$ cat config.mk
export PLATFORM = sky130hd
export DESIGN_NAME = sreg_readout_ctrl
export DESIGN_NICKNAME = d
export VERILOG_FILES = /design/src/rtl/sreg_pkg.sv /design/src/rtl/sreg_lane_deser.sv /design/src/rtl/sreg_readout_ctrl.sv
export SDC_FILE = /design/constraint.sdc
export NUM_CORES = 1
export LEC_CHECK = 0
export CAP_MARGIN = 20
export CORE_ASPECT_RATIO = 1.1
export CORE_MARGIN = 5
export CORE_UTILIZATION = 28
export CTS_CLUSTER_SIZE = 24
export DETAILED_ROUTE_END_ITERATION = 6
export PLACE_DENSITY_LB_ADDON = 0.3
export SYNTH_ARGS = -nofsm -noshare
export SYNTH_HDL_FRONTEND = slang
export SYNTH_SLANG_ARGS = --single-unit
$ cat constraint.sdc
create_clock -name sclk -period 4.22 [get_ports sclk]
set_clock_uncertainty 0.1 [all_clocks]
set_input_delay 1.055 -clock sclk [delete_from_list [all_inputs] [get_ports sclk]]
set_output_delay 1.055 -clock sclk [all_outputs]
set_load 0.05 [all_outputs]
$ cat src/rtl/sreg_pkg.sv
// Shared constants and FSM state encoding for the shift-register readout/config controller.
package sreg_pkg;

    localparam int SREG_W = 42;
    localparam int LANE_W = SREG_W / 2;

    typedef enum logic [2:0] {
        IDLE   = 3'd0,
        LOAD   = 3'd1,
        READ   = 3'd2,
        PVALID = 3'd3,
        CFG    = 3'd4
    } rdctl_state_t;

endpackage

$ cat src/rtl/sreg_lane_deser.sv
// Serial-in/parallel-out lane register; exposes the post-shift value so the
// owner can capture a complete word on the same edge as the last sample.
module sreg_lane_deser #(
    parameter int LANE_W = 21
) (
    input  logic              sclk,
    input  logic              rst_n,
    input  logic              en,
    input  logic              din,
    output logic [LANE_W-1:0] lane_next
);

    logic [LANE_W-1:0] lane_r;

    assign lane_next = {lane_r[LANE_W-2:0], din};

    // Shift one tap sample in per enabled edge, MSB first.
    always_ff @(posedge sclk or negedge rst_n) begin
        if (!rst_n) begin
            lane_r <= '0;
        end else if (en) begin
            lane_r <= lane_next;
        end else begin
            lane_r <= lane_r;
        end
    end

endmodule

$ cat src/rtl/sreg_readout_ctrl.sv
// Drives shift/serial_in/write_cfg of the 42-bit pixel/config shift register,
// deserializing its two taps into a pixel word and serializing config words in.
module sreg_readout_ctrl
    import sreg_pkg::*;
#(
    parameter int SREG_W = 42
) (
    input  logic              sclk,
    input  logic              rst_n,
    input  logic              rd_req,
    input  logic              cfg_valid,
    output logic              cfg_ready,
    input  logic [SREG_W-1:0] cfg_data,
    input  logic [1:0]        sreg_tap,
    output logic              shift_o,
    output logic              serial_o,
    output logic              write_cfg_o,
    output logic [SREG_W-1:0] pix_data,
    output logic              pix_valid,
    input  logic              pix_ready,
    output logic              busy
);

    localparam int LANE_W = SREG_W / 2;
    localparam int CNT_W  = $clog2(SREG_W);
    localparam logic [CNT_W-1:0] LANE_LAST = CNT_W'(LANE_W - 1);
    localparam logic [CNT_W-1:0] SREG_LAST = CNT_W'(SREG_W - 1);

    rdctl_state_t      state_r;
    logic [CNT_W-1:0]  cnt_r;
    logic [CNT_W-1:0]  cnt_next_s;
    logic [CNT_W-1:0]  cfg_idx_s;
    logic              cfg_bit_s;
    logic [SREG_W-1:0] shadow_r;
    logic [LANE_W-1:0] upper_next_s;
    logic [LANE_W-1:0] lower_next_s;
    logic              lane_en_s;

    assign cfg_ready = (state_r == IDLE);
    assign busy      = (state_r != IDLE);
    assign lane_en_s = (state_r == READ);

    sreg_lane_deser #(.LANE_W(LANE_W)) u_upper (
        .sclk      (sclk),
        .rst_n     (rst_n),
        .en        (lane_en_s),
        .din       (sreg_tap[1]),
        .lane_next (upper_next_s)
    );

    sreg_lane_deser #(.LANE_W(LANE_W)) u_lower (
        .sclk      (sclk),
        .rst_n     (rst_n),
        .en        (lane_en_s),
        .din       (sreg_tap[0]),
        .lane_next (lower_next_s)
    );

    // Next config bit to present: the one following the bit currently on serial_o.
    always_comb begin
        cnt_next_s = cnt_r + CNT_W'(1);
        cfg_idx_s  = CNT_W'(SREG_W - 2) - cnt_r;
        if (cnt_r < SREG_LAST) begin
            cfg_bit_s = shadow_r[cfg_idx_s];
        end else begin
            cfg_bit_s = 1'b0;
        end
    end

    // Control FSM; outputs are set for the state being entered so they are glitch-free.
    always_ff @(posedge sclk or negedge rst_n) begin
        if (!rst_n) begin
            state_r     <= IDLE;
            cnt_r       <= '0;
            shift_o     <= 1'b0;
            serial_o    <= 1'b0;
            write_cfg_o <= 1'b0;
            pix_valid   <= 1'b0;
            pix_data    <= '0;
            shadow_r    <= '0;
        end else begin
            case (state_r)
                IDLE: begin
                    cnt_r       <= '0;
                    write_cfg_o <= 1'b0;
                    if (cfg_valid) begin
                        shadow_r <= cfg_data;
                        shift_o  <= 1'b1;
                        serial_o <= cfg_data[SREG_W-1];
                        state_r  <= CFG;
                    end else if (rd_req) begin
                        shift_o  <= 1'b0;
                        serial_o <= 1'b0;
                        state_r  <= LOAD;
                    end else begin
                        shift_o  <= 1'b0;
                        serial_o <= 1'b0;
                    end
                end
                LOAD: begin
                    cnt_r    <= '0;
                    shift_o  <= 1'b1;
                    serial_o <= 1'b0;
                    state_r  <= READ;
                end
                READ: begin
                    if (cnt_r == LANE_LAST) begin
                        cnt_r     <= '0;
                        shift_o   <= 1'b0;
                        pix_data  <= {upper_next_s, lower_next_s};
                        pix_valid <= 1'b1;
                        state_r   <= PVALID;
                    end else begin
                        cnt_r <= cnt_next_s;
                    end
                end
                PVALID: begin
                    if (pix_ready) begin
                        pix_valid <= 1'b0;
                        cnt_r     <= '0;
                        state_r   <= IDLE;
                    end else begin
                        pix_valid <= 1'b1;
                    end
                end
                CFG: begin
                    if (cnt_r == SREG_LAST) begin
                        cnt_r       <= '0;
                        shift_o     <= 1'b0;
                        serial_o    <= 1'b0;
                        write_cfg_o <= 1'b0;
                        state_r     <= IDLE;
                    end else begin
                        cnt_r       <= cnt_next_s;
                        serial_o    <= cfg_bit_s;
                        write_cfg_o <= (cnt_next_s == SREG_LAST);
                    end
                end
                default: begin
                    cnt_r       <= '0;
                    shift_o     <= 1'b0;
                    serial_o    <= 1'b0;
                    write_cfg_o <= 1'b0;
                    pix_valid   <= 1'b0;
                    state_r     <= IDLE;
                end
            endcase
        end
    end

endmodule
## After elaboration in Yosys (flattened, before gate mapping)

Index checks and enable logic that the tools add are counted.

- Flip-flop bits (word level): 137
- Input bits: 49
- Output and inout port bits: 48

- Add/subtract/negate cells: 2
- Order comparisons: 2
- Eq/ne operators: 11
- Muxes and demuxes: 25
- Bitwise logic cells: 2
- Reduce and logical (&&, ||, !) cells: 10

Operators with widths:

| cell | number |
|---|---|
| 6-bit two-way mux | 3 |
| 6-bit case mux with 3 select lines | 1 |
| 3-bit two-way mux | 5 |
| 3-bit case mux with 5 select lines | 1 |
| 6-bit equality test (second input constant) | 2 |
| 1-bit two-way mux | 10 |
| 6-bit by 7-bit less-than comparator with 1-bit output (second input constant) | 1 |
| 6-bit by 1-bit adder with 6-bit output (second input constant) | 1 |
| 1-bit binary-select mux with 6-bit select | 1 |
| 3-bit by 2-bit equality test with 1-bit output (second input constant) | 2 |
| 6-bit by 5-bit equality test with 1-bit output (second input constant) | 1 |
| 6-bit less-than comparator (second input constant) | 1 |
| 1-bit case mux with 3 select lines | 2 |
| 2-bit AND reduction | 3 |
| 3-bit OR reduction | 2 |
| 6-bit subtractor (first input constant) | 1 |
| 1-bit case mux with 5 select lines | 1 |
| 2-bit inequality test (second input constant) | 2 |
| 4-bit AND reduction | 1 |
| 3-bit by 1-bit equality test with 1-bit output (second input constant) | 1 |
| 3-bit equality test (second input constant) | 1 |
| 3-bit logical NOT | 1 |
| 3-bit inequality test (second input constant) | 1 |
| 3-bit AND reduction | 1 |
| 5 further kinds | 6 |

## Logic depth before layout (Yosys ltp)

- Word-level depth: 6
- Depth in mapped cells: 11

## By module

From an unflattened synthesis, not the netlist that was laid out.

- Cells, all modules: 411
- Area, all modules: 6070.8 µm²

Modules (own cells, without submodules):

| module | times used | cells an instance | area an instance (µm²) |
|---|---|---|---|
| sreg_readout_ctrl | 1 | 325 | 4409.2 |
| sreg_lane_deser | 2 | 43 | 830.8 |

## Least setup slack after synthesis

OpenSTA, ideal clock, no wires.

- Path kind: reg-to-reg
- Start point: reg state_r[1]
- End point: reg shadow_r[10]
- Setup time: 0.125 ns
- Arrival: 3.275 ns
- Path slack: 0.720 ns
- Stages on the path, launching flop included: 6
- Buffers on the path: 1
- Period minus slack after synthesis: 3.500 ns
- Cell sequence: dfrtp_1 > nor3_1 > inv_1 > nor2_1 > buf_2 > mux2_2

- Word-level cells in the longest chain between the ends: 2

RTL lines:

| element | line | source |
|---|---|---|
| from (decl) | sreg_readout_ctrl.sv:29 | `rdctl_state_t state_r;` |
| from (signal assigned) | sreg_readout_ctrl.sv:73 | `state_r <= IDLE;` |
| from (signal assigned) | sreg_readout_ctrl.sv:90 | `state_r <= CFG;` |
| from (signal assigned) | sreg_readout_ctrl.sv:94 | `state_r <= LOAD;` |
| 3-bit logical NOT | - |  |
| via cfg_ready | sreg_readout_ctrl.sv:12 | `output logic cfg_ready,` |
| 2-bit AND reduction (no line) | - |  |
| to (signal assigned) | sreg_readout_ctrl.sv:87 | `shadow_r <= cfg_data;` |
| to (decl) | sreg_readout_ctrl.sv:34 | `logic [SREG_W-1:0] shadow_r;` |

The timed path passes the listed nets, and every way through them passes these cells.
A chain may end at the register's enable or synchronous reset.

## Worst setup path after layout

- Start point: reg state_r[0]
- End point: out busy

- Word-level cells in the longest chain between the ends: 1

RTL lines:

| element | line | source |
|---|---|---|
| 3-bit nonzero test | sreg_readout_ctrl.sv:40 | `assign busy = (state_r != IDLE);` |
| to (decl) | sreg_readout_ctrl.sv:21 | `output logic busy` |

Every way passes these cells.

==> flow_results.xml <==
<?xml version="1.0" encoding="UTF-8"?>
<metrics>
  <group name="final_layout">
    <metric name="fill_cells" unit="">1963</metric>
    <metric name="fin_nets" unit="">543</metric>
    <metric name="antenna-diode-count" unit="">0</metric>
    <metric name="final_layout_size_suffix_gt1_share" unit="%">35.0</metric>
    <metric name="area_delta_synth_final" unit="%">31.1</metric>
  </group>
  <group name="power_and_ir_drop">
    <metric name="sequentialPowerShare" unit="%">38.8</metric>
    <metric name="ir_worst_vdd" unit="V">0.000258</metric>
    <metric name="total_power" unit="mW">4.51</metric>
    <metric name="power_report.internal_total" unit="mW">3.09</metric>
    <metric name="clockPowerShare" unit="%">30.6</metric>
    <metric name="pwr_density_cell" unit="nW/µm²">591</metric>
    <metric name="pwr-share-comb" unit="%">30.6</metric>
    <metric name="leakage_power" unit="nW">3.39</metric>
    <metric name="power.switching_fraction" unit="%">31.6</metric>
    <metric name="switching_component_of_the_power" unit="mW">1.42</metric>
  </group>
  <group name="route">
    <metric name="detail_route.iter0.violations" unit="">159</metric>
    <metric name="drt_pre_antenna_iters" unit="">4</metric>
    <metric name="drt-wirelength-per-cell" unit="µm">16.5</metric>
    <metric name="final_antenna_net_count" unit="">0</metric>
    <metric name="drc_violation_count_after_routing" unit="">0</metric>
    <metric name="routed_via_density" unit="">4.70</metric>
    <metric name="routed-via-count" unit="">3569</metric>
    <metric name="wirelength" unit="µm">12600</metric>
  </group>
  <group name="logic_synthesis">
    <metric name="synth.distinct_cells" unit="">42</metric>
    <metric name="ys_warn_count" unit="">0</metric>
    <metric name="synth_most_common_cell" unit="">dfrtp_1</metric>
    <metric name="post_synth.cell_area_avg" unit="µm²">14.9</metric>
    <metric name="seq_area_frac_synth" unit="%">58.9</metric>
    <metric name="netlist_area" unit="µm²">5820</metric>
    <metric name="ys_dominant_reg_cell" unit="">dfrtp_1</metric>
    <metric name="synth_top_cells_by_count" unit="">dfrtp_1 (137), mux2_2 (125), clkbuf_1 (12), nand2_1 (12)</metric>
    <metric name="postSynthRegisterBits" unit="">137</metric>
    <metric name="synth_top_area_share" unit="%">58.9</metric>
    <metric name="synth_fp_nets" unit="">444</metric>
    <metric name="synth_edf_count" unit="">0</metric>
    <metric name="synthDominantAreaCellType" unit="">dfrtp_1</metric>
    <metric name="asyncSetResetFlopFracSynth" unit="%">100</metric>
    <metric name="synth.top_cells.by_area" unit="">dfrtp_1 (59%), mux2_2 (24%), mux4_2 (2.3%)</metric>
    <metric name="netlist_instances" unit="">391</metric>
  </group>
  <group name="flow_run">
    <metric name="maxCapViolations" unit="">0</metric>
  </group>
  <group name="cts">
    <metric name="cts_tree" unit="">done</metric>
    <metric name="h_tree_depth_reported_by_cts" unit="">4</metric>
    <metric name="clock_latency" unit="ps">420</metric>
    <metric name="holdBufCountCts" unit="">0</metric>
    <metric name="total_clock_buffers_created_by_cts" unit="">17</metric>
    <metric name="max-clock-path-buffers" unit="">2</metric>
    <metric name="postCtsSetupBuffers" unit="">0</metric>
    <metric name="ctsRootBufferMaster" unit="">clkbuf_16</metric>
    <metric name="cts_repair_resize_count" unit="">0</metric>
    <metric name="cts.sink_count" unit="">137</metric>
    <metric name="cts_clk_pin_slew_worst_paths" unit="ps">60</metric>
  </group>
  <group name="sta">
    <metric name="max_clock_freq" unit="MHz">299</metric>
    <metric name="grt_setup_unrepaired" unit="">false</metric>
    <metric name="timing_worst_slew_pin_value" unit="ps">933</metric>
    <metric name="slew-limit-headroom" unit="%">37.7</metric>
    <metric name="timing.final.setup_violations" unit="">0</metric>
    <metric name="layout_min_cycle_time" unit="ps">3350</metric>
    <metric name="timing_hold_violations_final" unit="">0</metric>
    <metric name="maxSlewViolCount" unit="">0</metric>
    <metric name="finalSetupTns" unit="ps">0</metric>
    <metric name="final_min_period_over_clock_period" unit="%">79.3</metric>
  </group>
  <group name="setup_path">
    <metric name="rr_endpoint" unit="">serial_o</metric>
    <metric name="cp_data_required_time" unit="ps">3060</metric>
    <metric name="r2r_cells" unit="">8</metric>
    <metric name="reg2reg_from" unit="">cnt_r[1]</metric>
    <metric name="setup.worst_path.end_class" unit="">output pin</metric>
    <metric name="ff2ff_setup_slack" unit="ps">1420</metric>
    <metric name="timing.critical_path.from_type" unit="">flip-flop</metric>
    <metric name="critPathArrivalTime" unit="ps">2190</metric>
    <metric name="critPathKind" unit="">flip-flop to output pin</metric>
    <metric name="crit_fanout" unit="">13</metric>
  </group>
  <group name="min_path">
    <metric name="worst_hold_startpoint" unit="">shadow_r[5]</metric>
    <metric name="min_to" unit="">shadow_r[5]</metric>
    <metric name="min_path_type" unit="">flip-flop to flip-flop</metric>
    <metric name="hold_depth" unit="">1</metric>
  </group>
  <group name="die">
    <metric name="die_x" unit="µm">148</metric>
    <metric name="core" unit="µm²">20500</metric>
    <metric name="die_area" unit="µm²">23800</metric>
    <metric name="floorplan.initialDensity" unit="%">28.4</metric>
    <metric name="top_level_ports" unit="">97</metric>
    <metric name="placementRows" unit="">55</metric>
    <metric name="die_height" unit="µm">161</metric>
  </group>
  <group name="global_route">
    <metric name="vias_in_the_first_global_route" unit="">3913</metric>
    <metric name="grt_usage" unit="%">11.0</metric>
    <metric name="grt_pass1_wl" unit="µm">20700</metric>
    <metric name="number_of_antenna_violations_at_the_first_check_in_global_routing" unit="">0</metric>
    <metric name="grt_max_degree" unit="">76</metric>
    <metric name="global_route.overflow_total" unit="">0</metric>
  </group>
  <group name="placement">
    <metric name="port-buffer-count" unit="">96</metric>
    <metric name="gp_congestion" unit="">0.776</metric>
    <metric name="place_hpwl" unit="µm">8270</metric>
  </group>
  <group name="status">
    <metric name="result_of_the_run" unit="">complete, no violations</metric>
  </group>
</metrics>
-- sequential cells by signal, summed over array words and instances, names as in the netlist --
name	count
serial_o	1
pix_data	42
state_r	3
shift_o	1
pix_valid	1
shadow_r	42
write_cfg_o	1
cnt_r	6
u_lower.lane_r	20
u_upper.lane_r	20
-- cell usage in the layout, fill, tap and decap left out, types with 2 or more instances in the layout --
master           synthesis  layout
xor2_1                   2       2
mux4_2                   6       6
nor3_1                   2       2
ha_1                     4       4
nand2_1                 12      11
clkbuf_16                0      17
mux4_1                   3       3
inv_6                    0       6
nand3_1                  6       6
o21ai_0                  6       6
xnor2_4                  2       2
clkinvlp_4               0       3
clkinv_4                 0       2
nor2_1                   9       7
a21oi_1                  3       3
mux2_2                 125     125
o31ai_1                  3       3
clkdlybuf4s50_1          0      95
dfrtp_1                137     137
o41ai_1                  2       2
a31oi_1                  2       2
nor2_4                   0       2
nor2b_1                  2       2
a311oi_1                 2       2
a21o_1                   3       3
xnor2_1                  3       3
buf_4                    0       5
inv_1                    9       9
a22o_1                   5       5
mux2i_1                  6       6
-- final cells by class --
class                      instances  area, µm²  share of cell area (%)
clock buffer                      19        443                    5.80
clock inverter                    13        109                    1.43
inverter                           9       33.8                   0.442
multi-input combinational        223       2280                    29.9
sequential                       137       3430                    44.9
tap                              256        320                    4.19
timing repair buffer             102       1020                    13.4
-- cell families (layout without fill, tap and decap cells) --
| family | count (synthesis) | after routing | share of synthesized area, % |
|---|---|---|---|
| mux | 140 | 140 | 28.9 |
| flops | 137 | 137 | 58.9 |
| simple gates | 37 | 37 | 3.01 |
| compound gates | 35 | 35 | 4.45 |
| buf+inv | 31 | 143 | 2.23 |
| xor+xnor | 7 | 7 | 1.70 |
| fa+ha+maj | 4 | 4 | 0.860 |
-- how the worst max path moves through the flow --
stage	depth (start not counted)	to	startpoint
after floorplan	5	shadow_r[10]	state_r[1]
final	3	busy	state_r[0]
after CTS	3	busy	state_r[0]
after detailed placement	3	busy	state_r[0]
after global placement	3	busy	state_r[0]
after global routing	3	busy	state_r[0]
-- through the flow --
step                std cells  hold slack (ps)  utilization, %  setup slack, ps  cell area (µm²)
detailed placement        727              389            34.5             1330             7080
finish                    759              398            37.2              874             7640
floorplan                 391              372               -              720             5820
CTS                       759              403            37.2              864             7640
global route              759              410            37.2              793             7640
global placement          727              383            34.5             1340             7080
-- routing by layer --
layer	vias up	GRT usage [%]	share of wire, %
li1	1634	-	-
met1	1832	13.3	44
met2	91	17.4	47
met3	12	4.97	7.6
met4	0	3.69	1.4
met5	-	0	0
-- power by group through the flow --
stage / logic [mW] / clock network, mW / registers, mW
after global routing: 1.51 / 1.50 / 1.78
final: 1.38 / 1.38 / 1.75
after detailed placement: 1.41 / 0 / 1.77
after floorplan: 1.06 / 0 / 1.73
after CTS: 1.42 / 1.44 / 1.75
after global placement: 1.39 / 0 / 1.76
-- worst max-delay path: stages, from the launching register on --
cell             delay, ps
dfrtp_1                520
nor3_1                 370
inv_1                  160
clkdlybuf4s50_1        730
Note: power is estimated with default switching activity, not from simulation.
